==> src/rtl/fir_frame_seq.sv <==
// fir_frame_seq
//
// Frame sequencer feeding the 2D FIR line-buffer controller. Accepts an upstream pixel stream
// (valid/ready), counts pixels and lines against a frame geometry latched at start, inserts a
// fixed horizontal blank after every line and appends zero-filled flush lines so the vertically
// delayed filter output covers every input line.
//
// Ports:
//   clk, rst_n          clock, synchronous active-low reset
//   start_i             single-cycle frame start, honoured only while idle
//   cfg_h_size_i        pixels per line, latched on an accepted start (must be >= 2)
//   cfg_v_size_i        input lines per frame, latched on an accepted start (must be >= 1)
//   s_valid_i/s_data_i  upstream pixel stream
//   s_ready_o           pixel accepted this cycle (decoded from state only)
//   lb_ce_o             line-buffer clock enable, one registered pulse per pixel
//   lb_data_o           pixel to the line buffer (0 during flush lines)
//   lb_first_ln_o       issued pixel belongs to frame line 0
//   lb_h_size_o         latched h_size, stable for the whole frame
//   lb_rd_en_o          line-buffer read request (ce on every line except line 0)
//   pixel_cnt_o         registered pixel counter
//   line_cnt_o          registered line counter, flush lines included
//   busy_o              high whenever the sequencer is not idle
//   frame_done_o        one-cycle pulse at frame end
//   cfg_err_o           one-cycle pulse when a start is rejected

module fir_frame_seq #(
    parameter int unsigned DATA_WIDTH  = 8,
    parameter int unsigned LINE_CNT    = 12,
    parameter int unsigned HBLANK_CYC  = 2,
    parameter int unsigned FLUSH_LINES = 1
) (
    input  logic                  clk,
    input  logic                  rst_n,
    input  logic                  start_i,
    input  logic [LINE_CNT-1:0]   cfg_h_size_i,
    input  logic [LINE_CNT-1:0]   cfg_v_size_i,
    input  logic                  s_valid_i,
    input  logic [DATA_WIDTH-1:0] s_data_i,
    output logic                  s_ready_o,
    output logic                  lb_ce_o,
    output logic [DATA_WIDTH-1:0] lb_data_o,
    output logic                  lb_first_ln_o,
    output logic [LINE_CNT-1:0]   lb_h_size_o,
    output logic                  lb_rd_en_o,
    output logic [LINE_CNT-1:0]   pixel_cnt_o,
    output logic [LINE_CNT-1:0]   line_cnt_o,
    output logic                  busy_o,
    output logic                  frame_done_o,
    output logic                  cfg_err_o
);

    // Blank counter only needs to reach HBLANK_CYC-1.
    localparam int unsigned HbW = (HBLANK_CYC > 1) ? $clog2(HBLANK_CYC) : 1;
    localparam logic [HbW-1:0]      HbLast = HbW'(HBLANK_CYC - 1);
    localparam logic [LINE_CNT-1:0] FlushW = LINE_CNT'(FLUSH_LINES);

    typedef enum logic [2:0] {
        StIdle,
        StLine,
        StHblank,
        StFlush,
        StDone
    } state_e;

    state_e                  state_q;
    logic [LINE_CNT-1:0]     h_size_q;
    logic [LINE_CNT-1:0]     v_size_q;
    logic [LINE_CNT-1:0]     pixel_cnt_q;
    logic [LINE_CNT-1:0]     line_cnt_q;
    logic [HbW-1:0]          hb_cnt_q;
    logic                    lb_ce_q;
    logic [DATA_WIDTH-1:0]   lb_data_q;
    logic                    lb_first_ln_q;
    logic                    lb_rd_en_q;
    logic                    frame_done_q;
    logic                    cfg_err_q;

    logic                    issue;
    logic                    last_pix;
    logic                    cfg_ok;
    logic [LINE_CNT-1:0]     h_last;
    logic [LINE_CNT-1:0]     end_lines;

    always_comb begin
        s_ready_o = (state_q == StLine);
        // A pixel is issued on an upstream transfer or on every flush cycle.
        issue     = ((state_q == StLine) && s_valid_i) || (state_q == StFlush);
        h_last    = h_size_q - LINE_CNT'(1);
        last_pix  = (pixel_cnt_q == h_last);
        // Input lines plus flush lines; overflow is excluded by the caller.
        end_lines = v_size_q + FlushW;
        cfg_ok    = (cfg_h_size_i >= LINE_CNT'(2)) && (cfg_v_size_i != '0);
    end

    always_ff @(posedge clk) begin
        if (!rst_n) begin
            state_q       <= StIdle;
            h_size_q      <= '0;
            v_size_q      <= '0;
            pixel_cnt_q   <= '0;
            line_cnt_q    <= '0;
            hb_cnt_q      <= '0;
            lb_ce_q       <= 1'b0;
            lb_data_q     <= '0;
            lb_first_ln_q <= 1'b0;
            lb_rd_en_q    <= 1'b0;
            frame_done_q  <= 1'b0;
            cfg_err_q     <= 1'b0;
        end else begin
            frame_done_q  <= 1'b0;
            cfg_err_q     <= 1'b0;

            // Line-buffer side strobes follow the issue decision by one cycle.
            lb_ce_q       <= issue;
            lb_first_ln_q <= issue && (line_cnt_q == '0);
            lb_rd_en_q    <= issue && (line_cnt_q != '0);
            if (issue) begin
                lb_data_q <= (state_q == StLine) ? s_data_i : '0;
            end

            // Counter advance is shared by input and flush lines.
            if (issue) begin
                if (last_pix) begin
                    pixel_cnt_q <= '0;
                    line_cnt_q  <= line_cnt_q + LINE_CNT'(1);
                    hb_cnt_q    <= '0;
                end else begin
                    pixel_cnt_q <= pixel_cnt_q + LINE_CNT'(1);
                end
            end

            unique case (state_q)
                StIdle: begin
                    if (start_i) begin
                        if (cfg_ok) begin
                            h_size_q    <= cfg_h_size_i;
                            v_size_q    <= cfg_v_size_i;
                            pixel_cnt_q <= '0;
                            line_cnt_q  <= '0;
                            state_q     <= StLine;
                        end else begin
                            cfg_err_q   <= 1'b1;
                        end
                    end
                end
                StLine, StFlush: begin
                    if (issue && last_pix) begin
                        state_q <= StHblank;
                    end
                end
                StHblank: begin
                    if (hb_cnt_q == HbLast) begin
                        if (line_cnt_q < v_size_q) begin
                            state_q <= StLine;
                        end else if (line_cnt_q < end_lines) begin
                            state_q <= StFlush;
                        end else begin
                            state_q      <= StDone;
                            frame_done_q <= 1'b1;
                        end
                    end else begin
                        hb_cnt_q <= hb_cnt_q + HbW'(1);
                    end
                end
                StDone: begin
                    state_q <= StIdle;
                end
                default: begin
                    state_q <= StIdle;
                end
            endcase
        end
    end

    assign lb_ce_o       = lb_ce_q;
    assign lb_data_o     = lb_data_q;
    assign lb_first_ln_o = lb_first_ln_q;
    assign lb_rd_en_o    = lb_rd_en_q;
    assign lb_h_size_o   = h_size_q;
    assign pixel_cnt_o   = pixel_cnt_q;
    assign line_cnt_o    = line_cnt_q;
    assign busy_o        = (state_q != StIdle);
    assign frame_done_o  = frame_done_q;
    assign cfg_err_o     = cfg_err_q;

endmodule

==> config.mk <==
export PLATFORM = sky130hd
export DESIGN_NAME = fir_frame_seq
export DESIGN_NICKNAME = d
export VERILOG_FILES = /design/src/rtl/fir_frame_seq.sv
export SDC_FILE = /design/constraint.sdc
export NUM_CORES = 1
export LEC_CHECK = 0
export CORE_ASPECT_RATIO = 1.25
export CORE_MARGIN = 3
export CORE_UTILIZATION = 46
export DETAILED_ROUTE_END_ITERATION = 16
export HOLD_SLACK_MARGIN = 0.12
export PLACE_DENSITY = 0.78
export SLEW_MARGIN = 40
export SYNTH_ARGS = -nofsm -noshare
export SYNTH_HDL_FRONTEND = slang
export SYNTH_SLANG_ARGS = --single-unit
==> constraint.sdc <==
create_clock -name clk -period 6.4 [get_ports clk]
set_input_delay 1.28 -clock clk [delete_from_list [all_inputs] [get_ports clk]]
set_output_delay 1.28 -clock clk [all_outputs]
set_load 0.02 [all_outputs]
Word-level counts from Yosys, hierarchy flattened
Index checks and enable logic that the tools add are counted.
{ "word_totals": {"input_bits": 36, "reg_bits": 65, "ram_bits": 0, "memories": 0, "mem_bits_ro": 0, "output_inout_bits": 51, "latchBits": 0} }
{ "op_classes": {"muxes": 24, "n_reduce_logical": 16, "n_shift": 0, "eq_ne": 8, "order_cmp": 3, "n_div": 0, "n_bitwise": 3, "addsub": 5, "multipliers": 0} }
{ "ops": {"columns": ["cell", "n"], "rows": [
  ["$mux W12", 10],
  ["$add A12 B1 Y12 const B", 3],
  ["$lt A12 B12 Y1", 2],
  ["$reduce_bool A12 Y1", 2],
  ["$mux W3", 6],
  ["$eq A12 B12 Y1", 1],
  ["$ge A12 B2 Y1 const B", 1],
  ["$logic_not A12 Y1", 1],
  ["$sub A12 B1 Y12 const B", 1],
  ["$pmux W3 S3", 1],
  ["$mux W8", 1],
  ["$ne A2 B2 Y1 const B", 4],
  ["$eq A3 B2 Y1 const B", 2],
  ["$mux W1", 6],
  ["$reduce_and A3 Y1", 2],
  ["$logic_and A1 B1 Y1", 5],
  ["$reduce_and A4 Y1", 1],
  ["$reduce_or A4 Y1", 1],
  ["$eq A3 B1 Y1 const B", 1],
  ["$logic_not A3 Y1", 1],
  ["$not A1 Y1", 3],
  ["$reduce_bool A3 Y1", 1],
  ["$reduce_or A2 Y1", 1],
  ["$add A1 B1 Y1 const B", 1],
  ["$logic_or A1 B1 Y1", 1]
]} }

Logic depth before layout (Yosys ltp)
Gate-level depths: netlist (run 1).
{ "logic_depth": {"ltp_word": 7, "mapped_depth": 14} }

Worst setup path after synthesis (run 1)
OpenSTA, ideal clock, no wires.
{ "synth_timing": {"path_type": "input to register", "start": "in s_valid_i", "end": "reg line_cnt_q[10] (netlist: line_cnt_o[10])", "required_time_ns": 6.328, "path_slack_ns": 3.479, "arrival_ns": 2.849, "stages": 7, "path_cell_list": "nor2_1 > nor2_1 > nand2b_1 > or3_1 > buf_2 > or3_1 > a21oi_1"} }
{ "synth_between": {"elab_chain_cells": 6} }
{ "synth_rtl": {"columns": ["item", "line_no", "source"], "rows": [
  ["start: declaration", "37", "input logic s_valid_i,"],
  ["$logic_and A1 B1 Y1 *", "87", "issue = ((state_q == StLine) && s_valid_i) || (state_q == StFlush);"],
  ["$logic_or A1 B1 Y1 *", "87", null],
  ["$mux W12 *", "122", "if (issue) begin"],
  ["$mux W12", "135", "if (cfg_ok) begin"],
  ["$mux W12", "134", "if (start_i) begin"],
  ["$mux W12 *", "132", "unique case (state_q)"],
  ["end signal: assignment", "125", "line_cnt_q <= line_cnt_q + LINE_CNT'(1);"],
  ["end: declaration", "69", "logic [LINE_CNT-1:0] line_cnt_q;"]
]} }
Every way passes the cells marked *; elsewhere a longest branch is shown, timed or not.
A chain may end at the register's enable or synchronous reset.

Worst setup path after layout (run 1)
{ "layout_timing": {"start": "in cfg_v_size_i[2]", "end": "reg pixel_cnt_q[11] (netlist: pixel_cnt_o[11])"} }
{ "layout_between": {"elab_chain_cells": 5} }
{ "layout_rtl": {"columns": ["item", "line_no", "source"], "rows": [
  ["start: declaration", "36", "input logic [LINE_CNT-1:0] cfg_v_size_i,"],
  ["$reduce_bool A12 Y1", "92", "cfg_ok = (cfg_h_size_i >= LINE_CNT'(2)) && (cfg_v_size_i != '0);"],
  ["$logic_and A1 B1 Y1", "92", null],
  ["$mux W12", "135", null],
  ["$mux W12", "134", null],
  ["$mux W12", "132", null],
  ["end signal: assignment", "128", "pixel_cnt_q <= pixel_cnt_q + LINE_CNT'(1);"],
  ["end: declaration", "68", "logic [LINE_CNT-1:0] pixel_cnt_q;"]
]} }
No other way between the ends.

==> results of run 1 <==
## power by group through the flow
stage / sequential (mW) / combinational, mW / clock, mW
floorplan: 0.475 / 0.168 / 0
global placement: 0.471 / 0.262 / 0
detailed placement: 0.472 / 0.268 / 0
CTS: 0.462 / 0.270 / 0.368
global route: 0.467 / 0.296 / 0.388
finish: 0.463 / 0.269 / 0.358
## cells by family (layout without fill, tap and decap cells)
kind of cell	after synthesis	after routing	synth area share
AND/OR/NAND/NOR	188	188	0.275
flip-flops	65	65	0.340
AO/OA/AOI/OAI	51	51	0.0908
XOR/XNOR	42	42	0.0960
buffers and inverters	37	125	0.0375
multiplexers	28	28	0.0731
adder cells (fa/ha/maj)	27	27	0.0881
## state kept, by name, summed over array words and instances, names as in the netlist
name,flops
pixel_cnt_o,12
lb_data_o,8
v_size_q,12
state_q,3
lb_first_ln_o,1
cfg_err_o,1
lb_ce_o,1
lb_rd_en_o,1
hb_cnt_q,1
lb_h_size_o,12
frame_done_o,1
line_cnt_o,12
## final timing paths
kind	from	endpoint	depth (start not counted)
worst min register to register	pixel_cnt_o[1]$_SDFF_PN0_	pixel_cnt_o[1]$_SDFF_PN0_	2
worst max register to register	v_size_q[2]$_SDFFE_PN0P_	state_q[1]$_SDFFE_PN0P_	14
worst min-delay path	pixel_cnt_o[1]$_SDFF_PN0_	pixel_cnt_o[1]$_SDFF_PN0_	2
worst max-delay path	cfg_v_size_i[2]	pixel_cnt_o[11]$_SDFF_PN0_	9
## cells in the final DEF (no fill, tap or decap), drive strengths merged, types with 3 or more instances in the layout
master         netlist  routed
o21a                 4       4
mux2i               28      28
o21ai               10      10
nand3               15      15
nor2                37      37
and3                 7       7
a22oi                8       8
a211oi               3       3
nor3                 9       9
xor2                15      15
xnor2               27      27
dfxtp               65      65
nor3b                3       3
clkbuf              12       9
clkinv               0       4
and2                 6       6
nand2b               6       6
inv                 21      22
nor4b                3       3
nand4               15      15
clkdlybuf4s50        0      86
nor4                15      15
nand2               23      23
a21oi               12      12
or3                  7       7
ha                  27      27
nor2b               36      36
## stage by stage
stage | hold WS, ns | cell area [um^2] | std cells | worst slack, ns | power (mW)
3_3_place_gp | 0.513 | 4760 | 605 | 2.21 | 0.732
6_report | 0.535 | 4970 | 621 | 2.48 | 1.09
2_1_floorplan | 0.486 | 3830 | 438 | 3.48 | 0.644
5_1_grt | 0.575 | 4970 | 621 | 2.29 | 1.15
4_1_cts | 0.542 | 4970 | 621 | 2.48 | 1.10
3_5_place_dp | 0.522 | 4760 | 605 | 2.11 | 0.740
## tightest hold or removal path, delay by kind of cell, from the launching register on
family,cells,cell delay (ns)
DFF,1,0.36
and+or+nand+nor,1,0.08
AOI/OAI and AO/OA,1,0.06
## synthesized netlist by cell type, types with 4 or more instances
| cell type | count | area (um^2) |
|---|---|---|
| sky130_fd_sc_hd__a21oi_1 | 12 | 60.1 |
| sky130_fd_sc_hd__a22oi_1 | 8 | 60.1 |
| sky130_fd_sc_hd__and2_1 | 6 | 37.5 |
| sky130_fd_sc_hd__and3_1 | 7 | 43.8 |
| sky130_fd_sc_hd__buf_2 | 4 | 20.0 |
| sky130_fd_sc_hd__clkbuf_1 | 12 | 45.0 |
| sky130_fd_sc_hd__dfxtp_1 | 65 | 1300 |
| sky130_fd_sc_hd__ha_1 | 27 | 338 |
| sky130_fd_sc_hd__inv_1 | 21 | 78.8 |
| sky130_fd_sc_hd__mux2i_1 | 28 | 280 |
| sky130_fd_sc_hd__nand2_1 | 23 | 86.3 |
| sky130_fd_sc_hd__nand2b_1 | 5 | 31.3 |
| sky130_fd_sc_hd__nand3_1 | 14 | 70.1 |
| sky130_fd_sc_hd__nand4_1 | 15 | 93.8 |
| sky130_fd_sc_hd__nor2_1 | 37 | 139 |
| sky130_fd_sc_hd__nor2b_1 | 36 | 225 |
| sky130_fd_sc_hd__nor3_1 | 9 | 45.0 |
| sky130_fd_sc_hd__nor4_1 | 14 | 87.6 |
| sky130_fd_sc_hd__o21a_1 | 4 | 30.0 |
| sky130_fd_sc_hd__o21ai_0 | 10 | 50.1 |
| sky130_fd_sc_hd__or3_1 | 6 | 37.5 |
| sky130_fd_sc_hd__xnor2_1 | 27 | 236 |
| sky130_fd_sc_hd__xor2_1 | 15 | 131 |
## metal layers
metal,up-vias,part of all wire,track usage
met5,-,0,0
met4,0,0.035,0.125
met3,29,0.048,0.0313
met2,109,0.52,0.374
met1,1658,0.40,0.250
li1,1712,-,-
## layout make-up
| cell class | instances | area, um^2 |
|---|---|---|
| clock buffer | 9 | 124 |
| clock inverter | 7 | 80.1 |
| multi-input combinational | 336 | 2390 |
| inverter | 21 | 78.8 |
| tap | 95 | 119 |
| timing repair buffer | 88 | 876 |
| fill | 671 | 3010 |
| sequential | 65 | 1300 |
==> tab_implementation.tex, run 1 <==
\begin{tabular}{lr}
\hline
Metric & Value \\
\hline
\multicolumn{2}{l}{\textbf{Status}} \\
\quad Status & complete, no violations \\
\multicolumn{2}{l}{\textbf{Route}} \\
\quad Wire length after detailed routing & a little under 10,000 um \\
\quad Via/cell ratio & 5.65 \\
\quad DRC violation total after the first TritonRoute iteration & $\sim$190 \\
\quad Routed via count & about 3,500 \\
\quad Drt drc & 0 \\
\quad Remaining antenna violation count & 0 \\
\quad First drt pass iteration count & 4 \\
\quad Final routed wire length divided by cell count & $\sim$16 um \\
\multicolumn{2}{l}{\textbf{Finish}} \\
\quad Antenna Diode Count & 0 \\
\quad Area added between synthesis and finish & 29.6\% \\
\quad Share of the core filled with cells & 0.623 \\
\quad Layout cell share with drive strength beyond 1 & 0.0494 \\
\quad Final layout net count & around 600 \\
\multicolumn{2}{l}{\textbf{Power}} \\
\quad Portion of total power attributed to combinational logic & 0.247 \\
\quad Peak VDD IR & 0.156 mV \\
\quad Switching power & roughly 0.35 mW \\
\quad Sw frac & 0.319 \\
\quad Portion of total power attributed to sequential cells & 0.424 \\
\quad Total leakage power & 1.93 nW \\
\quad Fraction of power consumed by the clock network & 0.329 \\
\quad Internal power of the cells & between 0.7 and 0.8 mW \\
\quad Cell area power density & $\sim$220 mW/mm\^{}2 \\
\multicolumn{2}{l}{\textbf{Logic synthesis}} \\
\quad Number of flip-flops and latches in the synthesized netlist & 65 \\
\quad Ys Warns & 0 \\
\quad Post-synthesis net count & 501 \\
\quad Avg Cell Area, Syn & slightly below 9 um\^{}2 \\
\quad Count of mapped cells out of synthesis & between 400 and 500 \\
\quad Share of the yosys chip area belonging to registers & 0.340 \\
\quad Post-synth design cell area & around 0.0038 mm\^{}2 \\
\quad EDFF count, synth & 0 \\
\quad Share of synthesized flip-flops with an asynchronous set or reset & 0 \\
\quad Most used flip-flop cell after synthesis & sky130\_fd\_sc\_hd\_\_dfxtp\_1 \\
\quad Number of distinct library cells after synthesis & 46 \\
\multicolumn{2}{l}{\textbf{Timing}} \\
\quad Clock period minus final worst setup slack & 3.92 ns \\
\quad Total Neg Setup Slack & 0 ns \\
\quad Setup repair after global routing missed its margin & no \\
\quad Final count of pins violating max slew & 0 \\
\quad Max-slew headroom at the worst pin & 0.490 \\
\quad Count of endpoints failing setup in the final report & 0 \\
\quad Ratio of final minimum period to clock period & 0.613 \\
\quad Fmax & 255 MHz \\
\quad Worst-margin pin slew & between 0.7 and 0.8 ns \\
\quad Number of hold violations in the final report & 0 \\
\quad Worst clock skew on the final layout & 0.00749 ns \\
\multicolumn{2}{l}{\textbf{CTS}} \\
\quad Clock sinks & 65 \\
\quad Number of buffers on the longest clock path & 2 \\
\quad Max H-tree Level & 3 \\
\quad Clock input transition at the sequential cells of the worst setup and hold paths & $\sim$0.08 ns \\
\quad Clock tree from TritonCTS & built \\
\quad Later-pin clock latency in the skew report & 0.34 ns \\
\quad \# resized after CTS & 0 \\
\quad Clock root buffer & sky130\_fd\_sc\_hd\_\_clkbuf\_8 \\
\quad TritonCTS buffer count & 9 \\
\quad Number of buffers inserted by hold repair at cts & 0 \\
\quad Total setup buffers inserted after CTS & 0 \\
\multicolumn{2}{l}{\textbf{Job}} \\
\quad Max-Cap Viols & 0 \\
\multicolumn{2}{l}{\textbf{Floorplan}} \\
\quad Core Rows & 36 \\
\quad Core area & around 0.008 mm\^{}2 \\
\quad Full die area & between 0.009 and 0.01 mm\^{}2 \\
\quad Starting Density & 0.481 \\
\quad Width of the chip & 87.6 um \\
\quad Chip Height & between 100 and 150 um \\
\quad Number of top-level pins & 87 \\
\multicolumn{2}{l}{\textbf{Critical path}} \\
\quad Reg2Reg Setup Slack & 3.24 ns \\
\quad Critical path's largest stage delay & 0.62 ns \\
\quad Cell breakdown of the critical path & clkdlybuf4s50\_1, nor4\_1, and3\_1, a31oi\_1, nand3\_1, buf\_4, and2\_1, nand2\_1, nor2\_1 \\
\quad Critical path fanouts, max & 14 \\
\quad Required time reported for the critical path endpoint & roughly 6.6 ns \\
\quad Category of the worst setup path launch point & primary input \\
\quad Buffers and inverters on the worst path & 2 \\
\quad Kind of capture point of the worst setup path & register \\
\quad Class of the most critical setup path & in2reg \\
\quad Worst path top cell family by delay & simple AND/OR/NAND/NOR gates \\
\quad WP data arrival & between 4 and 5 ns \\
\quad Standard cell with the maximum stage delay on the critical path & sky130\_fd\_sc\_hd\_\_nand3\_1 \\
\multicolumn{2}{l}{\textbf{GRT}} \\
\quad Initial antenna violation count & 0 \\
\quad Global Route Usage Sum & 0.217 \\
\quad Wire length of the first global-routing pass & between 15,000 and 20,000 um \\
\quad Pin count of the biggest net entering global routing & 42 \\
\quad Via count of the first global-routing pass & approximately 3,500 \\
\quad Overflow left after global routing & 0 \\
\multicolumn{2}{l}{\textbf{Placement}} \\
\quad Final HPWL from detailed placement & between 7000 and 8000 um \\
\quad Count of port buffers added during placement & 86 \\
\quad Final RePlAce weighted congestion & $\sim$0.88 \\
\multicolumn{2}{l}{\textbf{Worst hold path}} \\
\quad Worst Hold Class & reg2reg \\
\hline
\end{tabular}
(Power assumes the default switching activity.)
==> run 2, diff against run 1 <==
Settings changed: PLACE_DENSITY 0.78 to 0.81.
Clock period 6.4 ns to 3.2 ns, I/O delays scaled along.
==> run 2 against run 1 <==
Effect of this change: global-route usage rose by 0.053 points; cell area rose by 0.68%; non-clock buffer count rose by 3; worst setup slack got worse by 2.2 ns; highest routed layer unchanged; via count fell by 1.9%; die area did not move; sequential power rose by 99%; wire length rose by 2.2%.
==> tab_implementation.tex, run 2 (synthesis gave the netlist of run 1 again) <==
\begin{tabular}{lr}
\hline
Metric & Value \\
\hline
\multicolumn{2}{l}{\textbf{Job}} \\
\quad Max-Cap Viols & 0 (unchanged) \\
\multicolumn{2}{l}{\textbf{Power}} \\
\quad Cell area power density & 441 mW/mm\^{}2 (+100\%) \\
\quad Power consumption & 2.20 mW (+100\%) \\
\quad Peak VDD IR & 0.272 mV (+74\%) \\
\quad Total leakage power & 1.96 nW (+1.5\%) \\
\multicolumn{2}{l}{\textbf{Finish}} \\
\quad Antenna Diode Count & 0 (unchanged) \\
\quad Most frequent cells in the layout & 86 x sky130\_fd\_sc\_hd\_\_clkdlybuf4s50\_1, 64 x sky130\_fd\_sc\_hd\_\_dfxtp\_1, 37 x sky130\_fd\_sc\_hd\_\_nor2\_1 \\
\quad Layout cell share with drive strength beyond 1 & 0.0586 (+0.00917) \\
\quad Share of the core filled with cells & 0.627 (+0.00424) \\
\quad Area added between synthesis and finish & 30.5\% \\
\quad Final standard cell count with taps included and fillers excluded & 624 (+0.48\%) \\
\quad Post-layout instance area & 0.00500 mm\^{}2 (+0.68\%) \\
\quad Final layout net count & 587 (+0.51\%) \\
\quad Most common cell after layout, fill and taps aside & sky130\_fd\_sc\_hd\_\_clkdlybuf4s50\_1 \\
\multicolumn{2}{l}{\textbf{Placement}} \\
\quad Final RePlAce weighted congestion & 0.950 (+8.5\%) \\
\quad Post-placement setup slack & 0.107 ns (-2.01 ns) \\
\quad Count of port buffers added during placement & 86 (unchanged) \\
\quad Cell total after placement & 608 (+0.50\%) \\
\quad Final HPWL from detailed placement & 7590 um (+0.39\%) \\
\quad Placed cell areas & 0.00478 mm\^{}2 (+0.47\%) \\
\multicolumn{2}{l}{\textbf{Critical path}} \\
\quad Cell breakdown of the critical path & inv\_1, ha\_1, and2\_1, o21a\_1, o31ai\_1, nand4\_1, or3\_1, or3\_1, a21oi\_1 \\
\quad Worst path most repeated cell & sky130\_fd\_sc\_hd\_\_or3\_1 \\
\quad Class of the most critical setup path & reg2reg \\
\quad Required time reported for the critical path endpoint & 3.48 ns (-3.15 ns) \\
\quad WP data arrival & 3.22 ns (-0.93 ns) \\
\quad Category of the worst setup path launch point & register \\
\quad Critical path fanouts, max & 9 (-5) \\
\quad Critical path's largest stage delay & 0.53 ns (-0.09 ns) \\
\quad Kind of capture point of the worst setup path & register \\
\quad Reg2Reg Setup Slack & 0.25 ns (-2.99 ns) \\
\quad Standard cell with the maximum stage delay on the critical path & sky130\_fd\_sc\_hd\_\_or3\_1 \\
\multicolumn{2}{l}{\textbf{CTS}} \\
\quad TritonCTS buffer count & 9 (unchanged) \\
\quad \# resized after CTS & 0 (unchanged) \\
\quad Clock tree from TritonCTS & built \\
\quad Later-pin clock latency in the skew report & 0.35 ns (about the same) \\
\quad Clock sinks & 65 (unchanged) \\
\quad Number of buffers on the longest clock path & 2 (unchanged) \\
\quad Clock root buffer & sky130\_fd\_sc\_hd\_\_clkbuf\_8 \\
\quad Clock input transition at the sequential cells of the worst setup and hold paths & 0.08 ns (about the same) \\
\quad Total setup buffers inserted after CTS & 0 (unchanged) \\
\quad Number of buffers inserted by hold repair at cts & 0 (unchanged) \\
\quad Max H-tree Level & 3 (unchanged) \\
\multicolumn{2}{l}{\textbf{Timing}} \\
\quad Max-slew headroom at the worst pin & 0.581 (+0.0909) \\
\quad Final worst slack & 0.255 ns (-2.22 ns) \\
\quad Number of hold violations in the final report & 0 (unchanged) \\
\quad Total Neg Setup Slack & 0 ns (unchanged) \\
\quad Min Hold Slack & 0.533 ns (-0.00223 ns) \\
\quad Worst-margin pin slew & 0.626 ns (-0.137 ns) \\
\quad Count of endpoints failing setup in the final report & 0 (unchanged) \\
\quad Setup repair after global routing missed its margin & no \\
\quad Ratio of final minimum period to clock period & 0.920 \\
\quad Final count of pins violating max slew & 0 (unchanged) \\
\quad Worst clock skew on the final layout & 0.00766 ns (+0.000166 ns) \\
\quad Fmax & approximately 340 MHz \\
\quad Clock period minus final worst setup slack & between 2 and 3 ns \\
\multicolumn{2}{l}{\textbf{Route}} \\
\quad Routed via count & 3,443 (-1.9\%) \\
\quad Via/cell ratio & 5.52 (-2.3\%) \\
\quad Wire length after detailed routing & 10,000 um (+2.2\%) \\
\quad Remaining antenna violation count & 0 (unchanged) \\
\quad Final routed wire length divided by cell count & 16.1 um (+1.7\%) \\
\quad DRC violation total after the first TritonRoute iteration & 140 (-27\%) \\
\quad First drt pass iteration count & 4 (unchanged) \\
\quad Drt drc & 0 (unchanged) \\
\multicolumn{2}{l}{\textbf{Status}} \\
\quad Status & complete, no violations \\
\multicolumn{2}{l}{\textbf{Floorplan}} \\
\quad Starting Density & 0.481 (unchanged) \\
\quad Width of the chip & 87.6 um (unchanged) \\
\quad Full die area & 0.00947 mm\^{}2 (unchanged) \\
\quad Chip Height & 108 um (unchanged) \\
\quad Core area & 0.00797 mm\^{}2 (unchanged) \\
\quad Core Rows & 36 (unchanged) \\
\quad Number of top-level pins & 87 (unchanged) \\
\multicolumn{2}{l}{\textbf{GRT}} \\
\quad Via count of the first global-routing pass & 3,425 (-1.0\%) \\
\quad Global Route Usage Sum & 0.217 (+0.000532) \\
\quad Wire length of the first global-routing pass & 16,300 um (+0.17\%) \\
\quad Initial antenna violation count & 0 (unchanged) \\
\quad Overflow left after global routing & 0 (unchanged) \\
\quad Pin count of the biggest net entering global routing & 41 (-2.4\%) \\
\multicolumn{2}{l}{\textbf{Worst hold path}} \\
\quad Worst Hold Class & reg2reg \\
\hline
\end{tabular}
[run 2: where the power goes]
group          total [mW]  internal, mW  leakage [nW]  switching [mW]
combinational       0.552         0.268          1.33           0.284
clock               0.731         0.382         0.103           0.349
sequential          0.921         0.856         0.529          0.0654
total                2.20          1.51          1.96           0.698
[run 2: metal layers]
metal / track usage / up-vias / share of wire
met1: 0.244 / 1615 / 0.40
met4: 0.0811 / 0 / 0.017
met5: 0 / - / 0
met3: 0.0434 / 16 / 0.039
met2: 0.397 / 89 / 0.54
li1: - / 1723 / -
[run 2: cell type report]
class / count / area, um^2
repair buffers: 91 / 898
inverters: 21 / 78.8
well taps: 95 / 119
clock buffers: 10 / 138
flip-flops and latches: 65 / 1300
multi-input cells: 336 / 2400
fillers: 659 / 2970
clock inverters: 6 / 65.1
[run 2: final timing paths]
kind | startpoint | cells after the start | endpoint
worst max-delay path | lb_h_size_o[0]$_SDFFE_PN0P_ | 9 | line_cnt_o[10]$_SDFF_PN0_
worst min-delay path | lb_data_o[2]$_SDFFE_PN0N_ | 2 | lb_data_o[2]$_SDFFE_PN0N_
worst max register to register | lb_h_size_o[0]$_SDFFE_PN0P_ | 9 | line_cnt_o[10]$_SDFF_PN0_
worst min register to register | lb_data_o[2]$_SDFFE_PN0N_ | 2 | lb_data_o[2]$_SDFFE_PN0N_
[run 2: critical path, delay by kind of cell, from the launching register on]
kind,cells,cell delay [ns]
adders and majority gates,1,0.25
buffers and inverters,1,0.07
and+or+nand+nor,4,1.39
AOI/OAI and AO/OA,3,0.69
DFF,1,0.46
